$ cat config.mk
export PLATFORM = sky130hd
export DESIGN_NAME = song_sequencer
export DESIGN_NICKNAME = d
export VERILOG_FILES = /design/src/rtl/song_seq_pkg.sv /design/src/rtl/song_sequencer_gap_timer.sv /design/src/rtl/song_sequencer.sv
export SDC_FILE = /design/constraint.sdc
export NUM_CORES = 1
export LEC_CHECK = 0
export CELL_PAD_IN_SITES_DETAIL_PLACEMENT = 1
export CELL_PAD_IN_SITES_GLOBAL_PLACEMENT = 1
export CORE_MARGIN = 2
export CORE_UTILIZATION = 55
export CTS_CLUSTER_SIZE = 40
export DETAILED_ROUTE_END_ITERATION = 6
export DONT_BUFFER_PORTS = 1
export PLACE_DENSITY_LB_ADDON = 0.1
export SKIP_CTS_REPAIR_TIMING = 1
export SLEW_MARGIN = 20
export SYNTH_ARGS = -nofsm -noshare
export SYNTH_HDL_FRONTEND = slang
export SYNTH_SLANG_ARGS = --single-unit
$ cat constraint.sdc
create_clock -name clk -period 5.39 [get_ports clk]
set_clock_uncertainty 0.15 [all_clocks]
set_input_delay 0.8085 -clock clk [delete_from_list [all_inputs] [get_ports clk]]
set_output_delay 0.8085 -clock clk [all_outputs]
set_load 0.02 [all_outputs]
$ cat src/rtl/song_seq_pkg.sv
// song_seq_pkg: shared state encoding, note-code constants and song-table entry layout
package song_seq_pkg;
  typedef enum logic [2:0] {S_IDLE, S_FETCH, S_PLAY, S_RELEASE, S_GAP, S_END} state_t;
  localparam logic [3:0] NOTE_REST = 4'd0;
  localparam logic [3:0] NOTE_END  = 4'd15;
  typedef struct packed {
    logic [3:0] note;
    logic [3:0] reps;
  } entry_t;
endpackage

$ cat src/rtl/song_sequencer_gap_timer.sv
// gap_timer: loadable down-counter timing one silent gap or rest unit of CYCLES clocks
// Ports: start loads the counter, clear aborts it, expired is high in the final counted cycle.
module gap_timer #(
  parameter int CYCLES = 1000
) (
  input  logic clk,
  input  logic reset_n,
  input  logic start,
  input  logic clear,
  output logic expired
);
  localparam int CW = $clog2(CYCLES + 1);
  logic [CW-1:0] cnt_q, cnt_d;
  logic run_q, run_d;
  assign expired = run_q && cnt_q == '0;
  always_comb begin
    cnt_d = clear ? '0 : start ? CW'(CYCLES - 1) : (run_q && cnt_q != '0) ? cnt_q - 1'b1 : cnt_q;
    run_d = !clear && (start || (run_q && !expired));
  end
  always_ff @(posedge clk or negedge reset_n)
    if (!reset_n) begin
      cnt_q <= '0;
      run_q <= 1'b0;
    end else begin
      cnt_q <= cnt_d;
      run_q <= run_d;
    end
endmodule

$ cat src/rtl/song_sequencer.sv
// song_sequencer: plays a writable song table through a note player, one handshake per repetition
// Ports: cfg_* write the table (IDLE only); go/halt/loop control playback; note_start/note_sel/
// note_done form the player handshake; busy, song_done and index report progress.
// Build option: define SONG_SEQ_LOOP_EN to let END restart from entry 0 while loop is high.
module song_sequencer
  import song_seq_pkg::*;
#(
  parameter int SONG_LEN   = 16,
  parameter int GAP_CYCLES = 1000,
  parameter int IDX_W      = $clog2(SONG_LEN)
) (
  input  logic             clk,
  input  logic             reset_n,
  input  logic             cfg_we,
  input  logic [IDX_W-1:0] cfg_addr,
  input  logic [7:0]       cfg_data,
  input  logic             go,
  input  logic             halt,
  input  logic             loop,
  input  logic             note_done,
  output logic             note_start,
  output logic [3:0]       note_sel,
  output logic             busy,
  output logic             song_done,
  output logic [IDX_W-1:0] index
);
  state_t state_q, state_d;
  logic [IDX_W-1:0] index_q, index_d;
  logic [3:0] rep_q, rep_d, note_q, note_d;
  logic rest_q, rest_d, gap_start, gap_exp;
  entry_t table_q [SONG_LEN];
  entry_t entry;
`ifndef SONG_SEQ_LOOP_EN
  logic unused_loop;
  assign unused_loop = loop;
`endif
  gap_timer #(.CYCLES(GAP_CYCLES)) u_gap (
    .clk(clk), .reset_n(reset_n), .start(gap_start), .clear(halt), .expired(gap_exp)
  );
  assign note_start = state_q == S_PLAY;
  assign note_sel   = note_q;
  assign busy       = state_q != S_IDLE;
  assign song_done  = state_q == S_END;
  assign index      = index_q;
  assign entry      = table_q[index_q];
  always_ff @(posedge clk)
    if (cfg_we && state_q == S_IDLE) table_q[cfg_addr] <= cfg_data;
  always_comb begin
    state_d   = state_q;
    index_d   = index_q;
    rep_d     = rep_q;
    note_d    = note_q;
    rest_d    = rest_q;
    gap_start = 1'b0;
    case (state_q)
      S_IDLE: if (go) begin
        state_d = S_FETCH;
        index_d = '0;
      end
      S_FETCH: begin
        rep_d  = entry.reps == 4'd0 ? 4'd1 : entry.reps;
        rest_d = entry.note == NOTE_REST;
        if (entry.note == NOTE_END) state_d = S_END;
        else if (entry.note == NOTE_REST) begin
          state_d   = S_GAP;
          gap_start = 1'b1;
        end else begin
          state_d = S_PLAY;
          note_d  = entry.note;
        end
      end
      S_PLAY: if (note_done) state_d = S_RELEASE;
      S_RELEASE: if (!note_done) begin
        state_d   = S_GAP;
        gap_start = 1'b1;
      end
      S_GAP: if (gap_exp) begin
        rep_d = rep_q - 4'd1;
        if (rep_q > 4'd1) begin
          state_d   = rest_q ? S_GAP : S_PLAY;
          gap_start = rest_q;
        end else if (index_q == IDX_W'(SONG_LEN - 1)) state_d = S_END;
        else begin
          state_d = S_FETCH;
          index_d = index_q + 1'b1;
        end
      end
      S_END: begin
`ifdef SONG_SEQ_LOOP_EN
        state_d = loop ? S_FETCH : S_IDLE;
        index_d = loop ? '0 : index_q;
`else
        state_d = S_IDLE;
`endif
      end
      default: state_d = S_IDLE;
    endcase
    if (halt) begin
      state_d   = S_IDLE;
      rep_d     = '0;
      gap_start = 1'b0;
    end
  end
  always_ff @(posedge clk or negedge reset_n)
    if (!reset_n) begin
      state_q <= S_IDLE;
      index_q <= '0;
      rep_q   <= '0;
      note_q  <= '0;
      rest_q  <= 1'b0;
    end else begin
      state_q <= state_d;
      index_q <= index_d;
      rep_q   <= rep_d;
      note_q  <= note_d;
      rest_q  <= rest_d;
    end
endmodule

==> flow_metrics.py, run 1 <==
metrics = {
    "clock_network": {
        "clock_sinks": 155,
        "numCtsBuffers": 17,
        "cts-root-buf": "clkbuf_16",
        "htreeDepth": 4,
        "cts_tree": "yes",
        "clock_latency_ns": 0.43,
        "clockBufferDepth": 2,
        "path_clk_slew_ns": 0.06,
    },
    "worst_setup_path": {
        "critPathMaxFanout": 36,
        "cp_slowest_cell": "dfrtp_2",
        "slowest_delay_ns": 1.08,
        "path_cells": "mux4_2 > o22ai_2 > nor2_2 > nor4_4 > a21oi_2 > and3_1",
        "worstPathRequired_ns": 5.55,
        "path_class": "reg2reg",
        "cp-start-kind": "flip-flop",
        "cp-end-kind": "flip-flop",
        "worstPathArrival_ns": 3.37,
    },
    "routing": {
        "drt-total-wl_um": 14000,
        "vias": 3499,
        "drt_iter0_markers": 290,
        "dr.pass1.iters": 4,
        "via_per_inst": 6.19,
        "drc": 0,
        "routedWlPerCell_um": 24.7,
        "ant_nets": 0,
    },
    "die": {
        "die_y_um": 114,
        "ioPinCount": 30,
        "start_util_pct": 55.6,
        "num_rows": 40,
        "core_region_area_um2": 11900,
        "die_area_um2": 12900,
        "die_w_um": 114,
    },
    "timing": {
        "worst_slack_ns": 2.17,
        "slew_headroom_pct": 27.8,
        "min_period_ns": 3.22,
        "max_freq_mhz": 311,
        "hold_viol": 0,
        "setup_viol": 0,
        "rsz0062_at_grt": "false",
        "setup_tns_ns": 0,
        "drv_slew": 0,
        "max_slew.worst_pin.slew_ns": 1.08,
        "period_share_pct": 59.7,
    },
    "global_route": {
        "grt_pass1_vias": 3751,
        "grt_antenna_before_repair": 0,
        "gr-max-usage-layer": "met2",
        "gr-usage-met1_pct": 29.9,
        "met2_usage_pct": 38.9,
        "grt_usage_pct": 23.6,
        "grt_max_degree": 37,
        "grt_overflow": 0,
        "grt_pass1_wl_um": 21600,
        "grt.met3_usage_pct": 5.90,
    },
    "min_path": {
        "hold_class": "in2async",
    },
    "power_and_ir_drop": {
        "power_density_nw_per_um2": 410,
        "leakage_uw": 0.00243,
        "power_frac_seq_pct": 48.9,
        "netSwitchingFraction_pct": 27.2,
        "internal-power_uw": 2170,
        "switching_power_uw": 811,
        "pwr-share-comb_pct": 13.6,
        "peakVddDrop_uv": 310,
        "power_frac_clock_pct": 37.5,
    },
    "synth": {
        "avgSynthCellArea_um2": 16.6,
        "ys_seq_elements": 155,
        "ys_seq_area_share_pct": 68.5,
        "synth.distinct_cells": 51,
        "synth_area_um2": 6600,
        "syn_inst": 397,
        "ys_warn_count": 0,
        "synth_nets": 421,
    },
    "run_status": {
        "status": "finished clean",
    },
    "job": {
        "maxCapViolations": 0,
    },
    "final_layout": {
        "area_delta_synth_final_pct": 10.1,
        "design_area_um2": 7270,
        "final_cells": 565,
        "utilization_pct": 61.3,
        "antenna_cells": 0,
        "drive_gt1_share_pct": 20.3,
        "fin_nets": 430,
    },
    "place": {
        "placed_area_um2": 6700,
        "place_ws_ns": 2.12,
        "placedCellCount": 533,
        "place_congestion": 0.778,
        "hpwlAfterDp_um": 9090,
        "io_buffers": 0,
    },
}
[path summary, 6_finish.rpt]
path                       startpoint        endpoint  slack, ns  cells past startpoint
max                          index[1]  u_gap.cnt_q[3]       2.17                      6
min                           reset_n  u_gap.cnt_q[0]       0.05                      1
max reg2reg                  index[1]  u_gap.cnt_q[3]       2.17                      6
min reg2reg                    rest_q          rest_q       0.39                      2
max in group asynchronous     reset_n        index[0]       4.86                      1
min in group clk                 halt     u_gap.run_q       0.29                      1
[Yosys cell counts (all sizes together)]
library cell,number,area share (%)
a211o,1,0.13
a211oi,2,0.23
a21boi,1,0.11
a21oi,22,1.8
a22oi,2,0.23
a2bb2oi,1,0.13
a31o,2,0.27
a31oi,1,0.19
a32o,1,0.15
and2,2,0.19
and3,3,0.28
buf,10,1.5
clkbuf,6,0.34
dfrtp,27,10
edfxtp,128,58
ha,5,0.95
inv,10,0.57
mux2,4,0.68
mux4,36,12
nand2,20,1.1
nand2b,7,0.66
nand3,5,0.38
nand3b,1,0.11
nand4,4,0.38
nand4b,1,0.13
nor2,36,2.1
nor2b,1,0.095
nor3,9,0.68
nor3b,3,0.51
nor4,6,0.80
o211ai,1,0.11
o21ai,9,0.68
o22ai,9,1.0
o31ai,2,0.23
o32a,1,0.15
or2,2,0.19
or3,3,0.28
or4,1,0.11
or4b,1,0.15
xnor2,6,0.80
xor2,5,0.66
[routing by layer]
metal	up-vias	routed length, µm
met5	-	0
met4	0	348
met3	18	693
met2	81	7340
met1	1821	5590
li1	1579	-
[stage by stage]
stage          hold slack, ns  total power (µW)
3_3_place_gp            0.364              1870
2_1_floorplan           0.319              1780
6_report               0.0514              2980
4_1_cts               -0.0943              3000
3_5_place_dp            0.364              1880
5_1_grt                0.0447              3090
[sequential cells by signal (all words and copies together) (netlist names)]
| register | count |
|---|---|
| index | 4 |
| state_q | 3 |
| rep_q | 4 |
| u_gap.run_q | 1 |
| note_sel | 4 |
| rest_q | 1 |
| u_gap.cnt_q | 10 |
| table_q | 128 |
[layout make-up]
class                           instances  area [µm²]
Fill cell                            1060        4590
Clock buffer                           18         429
Tap cell                              147         184
Inverter                               10        37.5
Timing Repair Buffer                    6        57.6
Clock inverter                         13         116
Sequential cell                       155        4520
Multi-Input combinational cell        216        1920
[power groups by stage]
stage                     logic [µW]  registers (µW)  clock network (µW)
after floorplan                  339            1440                   0
after global placement           388            1480                   0
after detailed placement         399            1480                   0
after CTS                        403            1460                1130
after global routing             447            1470                1170
final                            405            1460                1120
[worst max-delay path: cells and delay by family (launching register included)]
family,cells,cell delay (ns)
simple gates,3,0.78
compound gates,2,0.44
flops,1,1.08
mux,1,0.62
[cells by family (layout without fill, tap and decap cells)]
kind of cell / after synthesis / count (layout) / share of synthesized area [%]
multiplexers: 40 / 40 / 13.0
AND/OR/NAND/NOR: 105 / 105 / 8.23
adder cells (fa/ha/maj): 5 / 5 / 0.948
flip-flops: 155 / 155 / 68.5
XOR/XNOR: 11 / 11 / 1.46
buffers and inverters: 26 / 47 / 2.43
AO/OA/AOI/OAI: 55 / 55 / 5.44
[cells in the final DEF (no fill, tap or decap), types with 3 or more instances in the layout]
master	n
ha_1	5
xnor2_1	6
buf_4	5
edfxtp_1	128
mux2_1	4
nor4_1	5
dfrtp_1	25
and3_1	3
o21ai_0	6
nor3_1	9
nand2_1	20
o21ai_1	3
inv_1	10
mux4_2	35
nand4_1	4
nand3_1	5
clkbuf_16	17
inv_6	6
clkinv_2	3
nand2b_1	7
o22ai_1	7
nor2_1	34
xor2_1	5
or3_1	3
a21oi_1	20
No activity file was read; power rests on OpenSTA's default activity.
==> run 2, diff against run 1 <==
--- a/config.mk
+++ b/config.mk
@@ -8,7 +8,7 @@
 export CELL_PAD_IN_SITES_DETAIL_PLACEMENT = 1
 export CELL_PAD_IN_SITES_GLOBAL_PLACEMENT = 1
 export CORE_MARGIN = 2
-export CORE_UTILIZATION = 55
+export CORE_UTILIZATION = 49
 export CTS_CLUSTER_SIZE = 40
 export DETAILED_ROUTE_END_ITERATION = 6
 export DONT_BUFFER_PORTS = 1
==> constraint.sdc (replaced) <==
create_clock -name clk -period 2.87 [get_ports clk]
set_clock_uncertainty 0.15 [all_clocks]
set_input_delay 0.4305 -clock clk [delete_from_list [all_inputs] [get_ports clk]]
set_output_delay 0.4305 -clock clk [all_outputs]
set_load 0.02 [all_outputs]
==> run 2 against run 1 <==
  * Core utilization is 3.2 points lower
  * Setup slack worse by 2.1 ns
  * Cell area up 5.5%
  * Power is 88% higher
  * Wire length grew 4.9%
  * First-iteration DRC count decreased by 16%
  * Clock power rose by 74%
  * Sequential share of layout area down 3.2 points
  * Die area rose by 12%
==> flow_metrics.py, run 2 (synthesized netlist as in run 1, its figures left out) <==
metrics = {
    "clock_network": {
        "clock_sinks": 155,
        "cts-root-buf": "clkbuf_16",
        "numCtsBuffers": 17,
        "htreeDepth": 4,
        "cts_tree": "yes",
        "clock_latency_ns": 0.42,
        "path_clk_slew_ns": 0.06,
        "clockBufferDepth": 2,
    },
    "timing": {
        "max_freq_mhz": 360,
        "min_period_ns": 2.78,
        "max_slew.worst_pin.slew_ns": 0.606,
        "setup_viol": 0,
        "setup_tns_ns": 0,
        "drv_slew": 0,
        "hold_viol": 0,
        "slew_headroom_pct": 59.2,
        "period_share_pct": 96.8,
    },
    "final_layout": {
        "design_area_um2": 7660,
        "layout_commonest_cell": "edfxtp_1",
        "area_delta_synth_final_pct": 16.1,
        "largest_register": "table_q",
        "largest_register_ffs": 128,
        "fin_nets": 476,
        "drive_gt1_share_pct": 25.6,
        "final_cell_mix": "edfxtp_1 (128), buf_4 (37), mux4_2 (35)",
        "fillers": 1218,
        "antenna_cells": 0,
        "largestRegisters": "table_q x128, u_gap.cnt_q x10",
    },
    "routing": {
        "drc": 0,
        "dr.pass1.iters": 4,
        "vias": 3698,
        "via_per_inst": 5.77,
        "routedWlPerCell_um": 22.9,
        "ant_nets": 0,
        "drt_iter0_markers": 243,
        "drt-total-wl_um": 14700,
    },
    "global_route": {
        "grt_max_degree": 28,
        "grt_usage_pct": 21.5,
        "grt_pass1_wl_um": 22600,
        "grt_overflow": 0,
        "grt_antenna_before_repair": 0,
        "grt_pass1_vias": 3890,
    },
    "run_status": {
        "status": "finished clean",
    },
    "worst_setup_path": {
        "worstPathArrival_ns": 2.94,
        "cp-start-kind": "flip-flop",
        "cp-end-kind": "flip-flop",
        "worst-path-buf-inv": 0,
        "slowest_delay_ns": 0.63,
        "path_cells": "mux4_2 > o22ai_1 > nor2_2 > nor4_4 > a21oi_2 > and3_1",
        "cp_slowest_cell": "dfrtp_4",
        "critPathMaxFanout": 19,
        "critical_path.top_delay_family": "simple AND/OR/NAND/NOR gates",
        "path_class": "reg2reg",
        "worstPathRequired_ns": 3.03,
    },
    "place": {
        "io_buffers": 0,
        "place_congestion": 0.866,
        "hpwlAfterDp_um": 9740,
        "placed_area_um2": 6990,
    },
    "die": {
        "die_w_um": 120,
        "start_util_pct": 50.0,
        "die_y_um": 120,
        "ioPinCount": 30,
        "num_rows": 42,
        "die_area_um2": 14400,
        "core_region_area_um2": 13200,
    },
    "power_and_ir_drop": {
        "power_density_nw_per_um2": 730,
        "leakage_uw": 0.00265,
        "peakVddDrop_uv": 418,
    },
    "job": {
        "maxCapViolations": 0,
    },
    "min_path": {
        "hold_class": "in2reg",
    },
}
==> run 2: power breakdown <==
part | total (µW) | leakage (µW) | switching, µW | internal, µW
clock network | 1950 | 0.000256 | 860 | 1090
registers | 2710 | 0.00151 | 148 | 2570
logic | 931 | 0.000883 | 517 | 414
total | 5590 | 0.00265 | 1520 | 4070
==> run 2: cell type report <==
| type | count | area, µm² | share of cell area [%] |
|---|---|---|---|
| Inverter | 10 | 37.5 | 0.490 |
| Clock inverter | 14 | 80.1 | 1.04 |
| Multi-Input combinational cell | 216 | 1920 | 25.1 |
| Sequential cell | 155 | 4520 | 59.0 |
| Clock buffer | 18 | 429 | 5.60 |
| Timing Repair Buffer | 52 | 453 | 5.91 |
| Tap cell | 176 | 220 | 2.87 |
==> run 2: worst paths after layout <==
path	cells past startpoint	startpoint	to	slack (ns)
max	6	index[1]	u_gap.cnt_q[4]	0.09
min in group asynchronous	2	reset_n	note_sel[2]	0.30
min	2	halt	u_gap.cnt_q[3]	0.15
min reg2reg	2	rest_q	rest_q	0.39
max in group asynchronous	2	reset_n	index[1]	2.09
max reg2reg	6	index[1]	u_gap.cnt_q[4]	0.09
==> run 2: worst reg2reg max path: cells and delay by family (launching register included) <==
family | cells | cell delay [ns]
flip-flops | 1 | 0.63
multiplexers | 1 | 0.58
AO/OA/AOI/OAI | 2 | 0.46
AND/OR/NAND/NOR | 3 | 0.84
==> run 2: through the flow <==
stage          hold WS, ns  power, µW  setup slack, ns  utilization [%]  cells
4_1_cts             -0.462       5550         -0.00560             56.9    626
5_1_grt              0.152       5810          -0.0230             58.1    641
3_3_place_gp       -0.0145       3590           0.0302             53.0    594
3_5_place_dp       -0.0145       3620         -0.00947             53.0    594
2_1_floorplan      -0.0151       3350            0.317                -    397
6_report             0.153       5590           0.0909             58.1    641
==> run 2: metal layers <==
metal	global-route usage (%)	routed length, µm
met1	28.8	6630
met2	34.9	7230
met3	4.09	496
met4	8.53	291
met5	0	0
